[config.mk]
export PLATFORM = sky130hd
export DESIGN_NAME = cordic_vectoring
export DESIGN_NICKNAME = d
export VERILOG_FILES = /design/src/rtl/cordic_pkg.sv /design/src/rtl/cordic_vec_stage.sv /design/src/rtl/cordic_vectoring.sv
export SDC_FILE = /design/constraint.sdc
export NUM_CORES = 1
export LEC_CHECK = 0
export CAP_MARGIN = 5
export CORE_MARGIN = 2
export CORE_UTILIZATION = 45
export DETAILED_ROUTE_END_ITERATION = 8
export DONT_BUFFER_PORTS = 1
export MAX_ROUTING_LAYER = met4
export SLEW_MARGIN = 25
export SYNTH_ARGS = -nofsm -noshare
export SYNTH_HDL_FRONTEND = slang
export SYNTH_HIERARCHICAL = 1
export SYNTH_SLANG_ARGS = --single-unit
export TNS_END_PERCENT = 100
[constraint.sdc]
create_clock -name clk -period 12 [get_ports clk]
set_clock_uncertainty 0.2 [all_clocks]
set_input_delay 1.2 -clock clk [delete_from_list [all_inputs] [get_ports clk]]
set_output_delay 1.2 -clock clk [all_outputs]
set_load 0.02 [all_outputs]
[src/rtl/cordic_pkg.sv]
// Shared CORDIC constants: arctangent table, pi constants, gain-compensation factor
// and the vectoring FSM state type.
package cordic_pkg;

  localparam int Q16_FRAC   = 16;
  localparam int ATAN_DEPTH = 14;

  // atan(2**-i) in Q16, i = 0..13; requantised to the z format where used.
  localparam logic signed [31:0] ATAN_Q16 [ATAN_DEPTH] = '{
    32'sd51472, 32'sd30386, 32'sd16055, 32'sd8150, 32'sd4091, 32'sd2047, 32'sd1024,
    32'sd512,   32'sd256,   32'sd128,   32'sd64,   32'sd32,   32'sd16,   32'sd8
  };

  localparam logic signed [31:0] PI_Q16      = 32'sd205887;
  localparam logic signed [31:0] PI_HALF_Q16 = 32'sd102944;

  // 1/K for the CORDIC gain, applied as (x * K_INV) >>> K_INV_SHIFT.
  localparam logic [7:0] K_INV       = 8'd155;
  localparam int         K_INV_SHIFT = 8;

  typedef enum logic [1:0] {IDLE, ITER, SCALE, DONE} cordic_vec_state_t;

  // Requantise a Q16 constant to 'frac' fractional bits, rounding half-up.
  function automatic logic signed [31:0] to_frac(input logic signed [31:0] q16, input int frac);
    logic signed [31:0] res;
    if (frac >= Q16_FRAC) res = q16 <<< (frac - Q16_FRAC);
    else                  res = (q16 + (32'sd1 <<< (Q16_FRAC - frac - 1))) >>> (Q16_FRAC - frac);
    return res;
  endfunction

  function automatic logic signed [31:0] atan_z(input logic [3:0] idx, input int frac);
    logic signed [31:0] res;
    res = '0;
    if (int'(idx) < ATAN_DEPTH) res = to_frac(ATAN_Q16[idx], frac);
    return res;
  endfunction

endpackage

[src/rtl/cordic_vec_stage.sv]
// One vectoring-mode CORDIC micro-rotation (combinational): rotates (x,y) towards the
// +x axis by atan(2**-shift) and accumulates the rotated angle in z.
module cordic_vec_stage #(
  parameter int XW = 14,
  parameter int ZW = 13
) (
  input  logic signed [XW-1:0] x,
  input  logic signed [XW-1:0] y,
  input  logic signed [ZW-1:0] z,
  input  logic        [3:0]    shift,
  input  logic signed [ZW-1:0] atan,
  output logic signed [XW-1:0] x_next,
  output logic signed [XW-1:0] y_next,
  output logic signed [ZW-1:0] z_next
);

  logic signed [XW-1:0] x_sh;
  logic signed [XW-1:0] y_sh;

  assign x_sh = x >>> shift;
  assign y_sh = y >>> shift;

  always_comb begin
    if (y[XW-1]) begin
      x_next = x - y_sh;
      y_next = y + x_sh;
      z_next = z - atan;
    end else begin
      x_next = x + y_sh;
      y_next = y - x_sh;
      z_next = z + atan;
    end
  end

endmodule

[src/rtl/cordic_vectoring.sv]
// Iterative vectoring-mode CORDIC: (x,y) -> atan2(y,x) and magnitude, one micro-rotation
// per clock. Define CORDIC_GAIN_COMP_EN to add a SCALE step that removes the CORDIC gain.
module cordic_vectoring
  import cordic_pkg::*;
#(
  parameter int DATA_WIDTH = 8,
  parameter int ITERATIONS = 8,
  parameter int GUARD      = 4
) (
  input  logic                    clk,
  input  logic                    rst,
  input  logic                    in_valid,
  output logic                    in_ready,
  input  logic signed [DATA_WIDTH-1:0] x_in,
  input  logic signed [DATA_WIDTH-1:0] y_in,
  output logic                    out_valid,
  input  logic                    out_ready,
  output logic signed [DATA_WIDTH:0]   angle_out,
  output logic signed [DATA_WIDTH-1:0] mag_out
);

  localparam int XW = DATA_WIDTH + 2 + GUARD;
  localparam int ZW = DATA_WIDTH + 1 + GUARD;
  localparam int ZF = DATA_WIDTH - 2 + GUARD;
  localparam int AW = DATA_WIDTH + 1;
  localparam int XR = XW + 1;
  localparam int ZR = ZW + 1;
  localparam int PW = XW + 9;

  localparam logic [3:0]           LAST_ITER = 4'(ITERATIONS - 1);
  localparam logic signed [ZW-1:0] PI_HALF_Z = ZW'(to_frac(PI_HALF_Q16, ZF));
  localparam logic signed [ZR-1:0] Z_HALF    = ZR'(2 ** (GUARD - 1));
  localparam logic signed [XR-1:0] X_HALF    = XR'(2 ** GUARD);
  localparam logic signed [XR-1:0] MAG_MAX_X = XR'(2 ** (DATA_WIDTH - 1) - 1);

`ifdef CORDIC_GAIN_COMP_EN
  localparam cordic_vec_state_t AFTER_ITER = SCALE;
`else
  localparam cordic_vec_state_t AFTER_ITER = DONE;
`endif

  cordic_vec_state_t state;
  cordic_vec_state_t state_next;

  logic signed [XW-1:0] x_q, y_q, x_next, y_next, x_ext, y_ext, x_pre, y_pre, x_scaled;
  logic signed [ZW-1:0] z_q, z_next, z_pre, atan_cur;
  logic        [3:0]    iter_cnt;
  logic                 zero_q;
  logic                 accept;

  logic signed [ZR-1:0]         z_round;
  logic signed [XR-1:0]         x_round;
  logic signed [AW-1:0]         angle_rnd;
  logic signed [DATA_WIDTH-1:0] mag_sat;

  assign in_ready = (state == IDLE);
  assign accept   = in_valid && in_ready;
  assign x_ext    = XW'(x_in) <<< GUARD;
  assign y_ext    = XW'(y_in) <<< GUARD;
  assign atan_cur = ZW'(atan_z(iter_cnt, ZF));

  // Fold left-half-plane inputs into the right half so the iterations converge.
  always_comb begin
    x_pre = x_ext;
    y_pre = y_ext;
    z_pre = '0;
    if (x_in[DATA_WIDTH-1]) begin
      if (!y_in[DATA_WIDTH-1]) begin
        x_pre = y_ext;
        y_pre = -x_ext;
        z_pre = PI_HALF_Z;
      end else begin
        x_pre = -y_ext;
        y_pre = x_ext;
        z_pre = -PI_HALF_Z;
      end
    end
  end

  cordic_vec_stage #(
    .XW(XW),
    .ZW(ZW)
  ) u_stage (
    .x     (x_q),
    .y     (y_q),
    .z     (z_q),
    .shift (iter_cnt),
    .atan  (atan_cur),
    .x_next(x_next),
    .y_next(y_next),
    .z_next(z_next)
  );

`ifdef CORDIC_GAIN_COMP_EN
  logic signed [PW-1:0] x_prod;
  assign x_prod   = PW'(x_q) * PW'($signed({1'b0, K_INV}));
  assign x_scaled = XW'(x_prod >>> K_INV_SHIFT);
`else
  assign x_scaled = x_q;
`endif

  // Half-up rounding to the output formats; magnitude clamps to [0, max positive].
  always_comb begin
    z_round   = (ZR'(z_q) + Z_HALF) >>> GUARD;
    x_round   = (XR'(x_q) + X_HALF) >>> (GUARD + 1);
    angle_rnd = zero_q ? '0 : AW'(z_round);
    if (zero_q || x_round[XR-1]) mag_sat = '0;
    else if (x_round > MAG_MAX_X) mag_sat = DATA_WIDTH'(MAG_MAX_X);
    else mag_sat = DATA_WIDTH'(x_round);
  end

  always_ff @(posedge clk or negedge rst) begin
    if (!rst) state <= IDLE;
    else      state <= state_next;
  end

  always_comb begin
    // NOTE: default first so every path assigns state_next and no latch is inferred.
    state_next = state;
    unique case (state)
      IDLE:    if (accept) state_next = ITER;
      ITER:    if (iter_cnt == LAST_ITER) state_next = AFTER_ITER;
      SCALE:   state_next = DONE;
      DONE:    if (out_valid && out_ready) state_next = IDLE;
      default: state_next = IDLE;
    endcase
  end

  always_ff @(posedge clk or negedge rst) begin
    if (!rst) begin
      x_q       <= '0;
      y_q       <= '0;
      z_q       <= '0;
      iter_cnt  <= '0;
      zero_q    <= 1'b0;
      out_valid <= 1'b0;
      angle_out <= '0;
      mag_out   <= '0;
    end else begin
      // NOTE: non-blocking so every register updates from its pre-edge value.
      case (state)
        IDLE: if (accept) begin
          x_q      <= x_pre;
          y_q      <= y_pre;
          z_q      <= z_pre;
          iter_cnt <= '0;
          zero_q   <= (x_in == '0) && (y_in == '0);
        end
        ITER: begin
          x_q      <= x_next;
          y_q      <= y_next;
          z_q      <= z_next;
          iter_cnt <= iter_cnt + 4'd1;
        end
        SCALE: x_q <= x_scaled;
        DONE: begin
          if (!out_valid) begin
            out_valid <= 1'b1;
            angle_out <= angle_rnd;
            mag_out   <= mag_sat;
          end else if (out_ready) begin
            out_valid <= 1'b0;
          end
        end
        default: ;
      endcase
    end
  end

endmodule
==> metrics.md <==
| Metric | Value |
|---|---|
| Status | `complete, no violations` |
| Number of inserted diodes | `0` |
| Main synth FF type | `dfrtp_1` |
| Netlist cell types | `77` |
| Flops & latches, synth | `66` |
| Layout overhead on the synthesized area | `5.92%` |
| Initial antenna violation count | `0` |
| Final period utilization | `49.3%` |
| 1st-iter DRT viols | `545` |
| Io pins | `39` |
| Worst Reg-to-Reg Cells | `21` |
| Crit Path Class | `reg -> reg` |
| WP data arrival | `6000 ps` |
| Final wirelength | `19800 um` |
| # H-tree levels | `3` |
| Hold path start | `z_q[0]$_DFFE_PN0P_` |
| Async S/R FF share, synth | `100%` |
| Mapped Area | `7570 um2` |
| Die width | `134 um` |
| CTS Buffer Depth | `2` |
| Initial cell density of the core | `45.8%` |
| Core Rows | `47` |
| CTS tree | `done` |
| Largest net degree at the start of global routing | `67` |
| Reg2reg start | `iter_cnt[0]$_DFFE_PN0P_` |
| Vias per inst | `5.78` |
| Max-slew headroom | `35.5%` |
| Drt first pass iters | `5` |
| R2R Path End | `z_q[11]$_DFFE_PN0P_` |
| Yosys warns | `6` |
| CTS root buffer | `clkbuf_16` |
| Clock sink total | `66` |
| Min Tclk post-route | `5920 ps` |
| Half-perimeter wire length after placement | `14300 um` |
| Syn Area/Cell | `8.39 um2` |
| Share of cells above drive strength 1 | `8.04%` |
| Critical path launch point type | `flop` |
| Fmax | `169 MHz` |
| Vias in the first global route | `5947` |
| R2r setup slk | `6080 ps` |
| CP endpoint kind | `flop` |
| Post-DRT Antenna Nets | `0` |
| Sequential-to-total area share from yosys stat | `21.8%` |
| Commonest non-fill, non-tap cells in the layout | `nor2_1, a21oi_1, nand2_1, dfrtp_1, xnor2_1` |
| Worst Path Required | `12080 ps` |
| Die Area | `17900 um2` |
| Post_cts resized | `0` |
| Synth Instances | `902` |
| Most common cell after layout, fill and taps aside | `nor2_1` |
| Total GRT Usage | `23.5%` |
| Final Max Slew Viols | `0` |
| Worst slew pin tran | `967 ps` |
| DRC viols | `0` |
| Post-synth EDFFs | `0` |
| Hold endpoint | `z_q[0]$_DFFE_PN0P_` |
| Hold Path Cell Cnt | `2` |
| Final setup vio count | `0` |
| Final Net Count | `959` |
| # hold bufs at CTS | `0` |
| WL per Instance | `17.9 um` |
| Total number of vias | `6375` |
| Num CTS Buffers | `9` |
| Die H | `134 um` |
| CORE AREA | `16500 um2` |
| Clock-pin slew on the worst setup and hold paths | `70 ps` |
| RSZ-0062 raised after global routing | `false` |
| Post-CTS setup buffers | `0` |
| Hold/Removal Path Class | `reg -> reg` |
| Fin. Hold Viols | `0` |
| Clock latency on the worst-skew pair | `360 ps` |
| Critical Path Fanout Max | `36` |
| GPL Wtd Cong | `0.897` |
| GR Overflow Total | `0` |
| Maxcap violations | `0` |
| Setup TNS | `0 ps` |
| IO Port Bufs | `0` |
| First-pass GRT wire length | `32200 um` |
[routing by layer]
| layer | up-vias | GRT usage (%) | wire length (um) |
|---|---|---|---|
| met4 | 0 | 5.79 | 244 |
| met5 | - | - | 0 |
| met1 | 2959 | 34.7 | 10300 |
| met2 | 135 | 33.0 | 8250 |
| met3 | 19 | 4.26 | 992 |
| li1 | 3262 | - | - |
[synthesized netlist by cell type, types with 6 or more instances]
master    instances  area share [%]
a21o_1            7            0.69
nor3_1           27             1.8
and2_1           10            0.83
nor2b_1          16             1.3
buf_2             6            0.40
ha_1             58             9.6
a22o_1           18             2.1
nor2_1           81             4.0
o21ai_1           9            0.59
o21ai_0          45             3.0
xor2_1           24             2.8
nand4_1           6            0.50
or3_1             6            0.50
o21a_1            8            0.79
o22ai_1          10            0.83
dfrtp_1          66              22
xnor2_1          63             7.3
a21oi_1          79             5.2
nand2_1          72             3.6
mux2i_1          26             3.4
a211oi_1         10            0.99
inv_1            34             1.7
nor4_1            6            0.50
a31oi_1           8            0.66
nand3_1          22             1.5
nand2b_1         14             1.2
o211ai_1         10            0.99
and3_1           11            0.91
mux4_2           25             7.4
clkbuf_1         31             1.5
[worst max-delay path, stage by stage, from the launching register on]
cell and delay, ps:
dfrtp_2 990, inv_1 250, ha_1 430, nor2_1 60, o31ai_1 380, ha_1 290
nor2_1 60, a211oi_1 440, inv_1 90, ha_1 280, mux2i_1 230, ha_1 280
nor2b_1 130, o21ai_0 240, a21boi_0 160, o21ai_0 230, a21oi_1 120, a41o_1 260
o41ai_1 310, xnor2_1 160, a21oi_1 80, o21ai_0 160
[cell families after synthesis]
logic type,synth area share [%]
AOI/OAI and AO/OA,21.2
other,0.0495
xor gates and xnor gates,10.1
adders and majority gates,10.4
buffers and inverters,4.63
muxes,12.4
DFF,21.8
and+or+nand+nor,19.4
[how the worst max path moves through the flow]
stage                                       start                  end  slack, ps  depth (start not counted)
after CTS                 iter_cnt[0]$_DFFE_PN0P_  z_q[11]$_DFFE_PN0P_       6090                         21
final                     iter_cnt[0]$_DFFE_PN0P_  z_q[11]$_DFFE_PN0P_       6080                         21
after global routing      iter_cnt[0]$_DFFE_PN0P_  z_q[11]$_DFFE_PN0P_       5470                         21
after detailed placement  iter_cnt[0]$_DFFE_PN0P_  z_q[11]$_DFFE_PN0P_       6120                         21
after global placement    iter_cnt[0]$_DFFE_PN0P_  z_q[11]$_DFFE_PN0P_       6260                         21
after floorplan           iter_cnt[0]$_DFFE_PN0P_  x_q[10]$_DFFE_PN0P_       7310                         21
[sequential cells by signal, summed over array words and instances (netlist names)]
register,flops
mag_out,8
zero_q,1
out_valid,1
y_q,14
state,2
z_q,13
x_q,14
angle_out,9
iter_cnt,4
[stage by stage]
step	instance area, um2	instances	setup slack, ps	hold WS, ps	utilization [%]
after global placement	7710	1087	6260	263	46.7
after global routing	8020	1103	5470	314	48.5
after detailed placement	7710	1087	6120	271	46.7
after CTS	8020	1103	6090	284	48.5
after floorplan	7590	906	7310	250	-
final	8020	1103	6080	277	48.5
[cell type report]
class	instances	area (um2)
Clock inverter	7	83.8
Timing Repair Buffer	7	52.6
Clock buffer	9	225
Multi-Input combinational cell	759	5600
Sequential cell	66	1650
Inverter	35	131
Fill cell	1623	8500
Tap cell	220	275
Power is left out: the tool's default activity adds up to more than one toggle a clock period on the data nets, which glitch-free logic cannot reach.
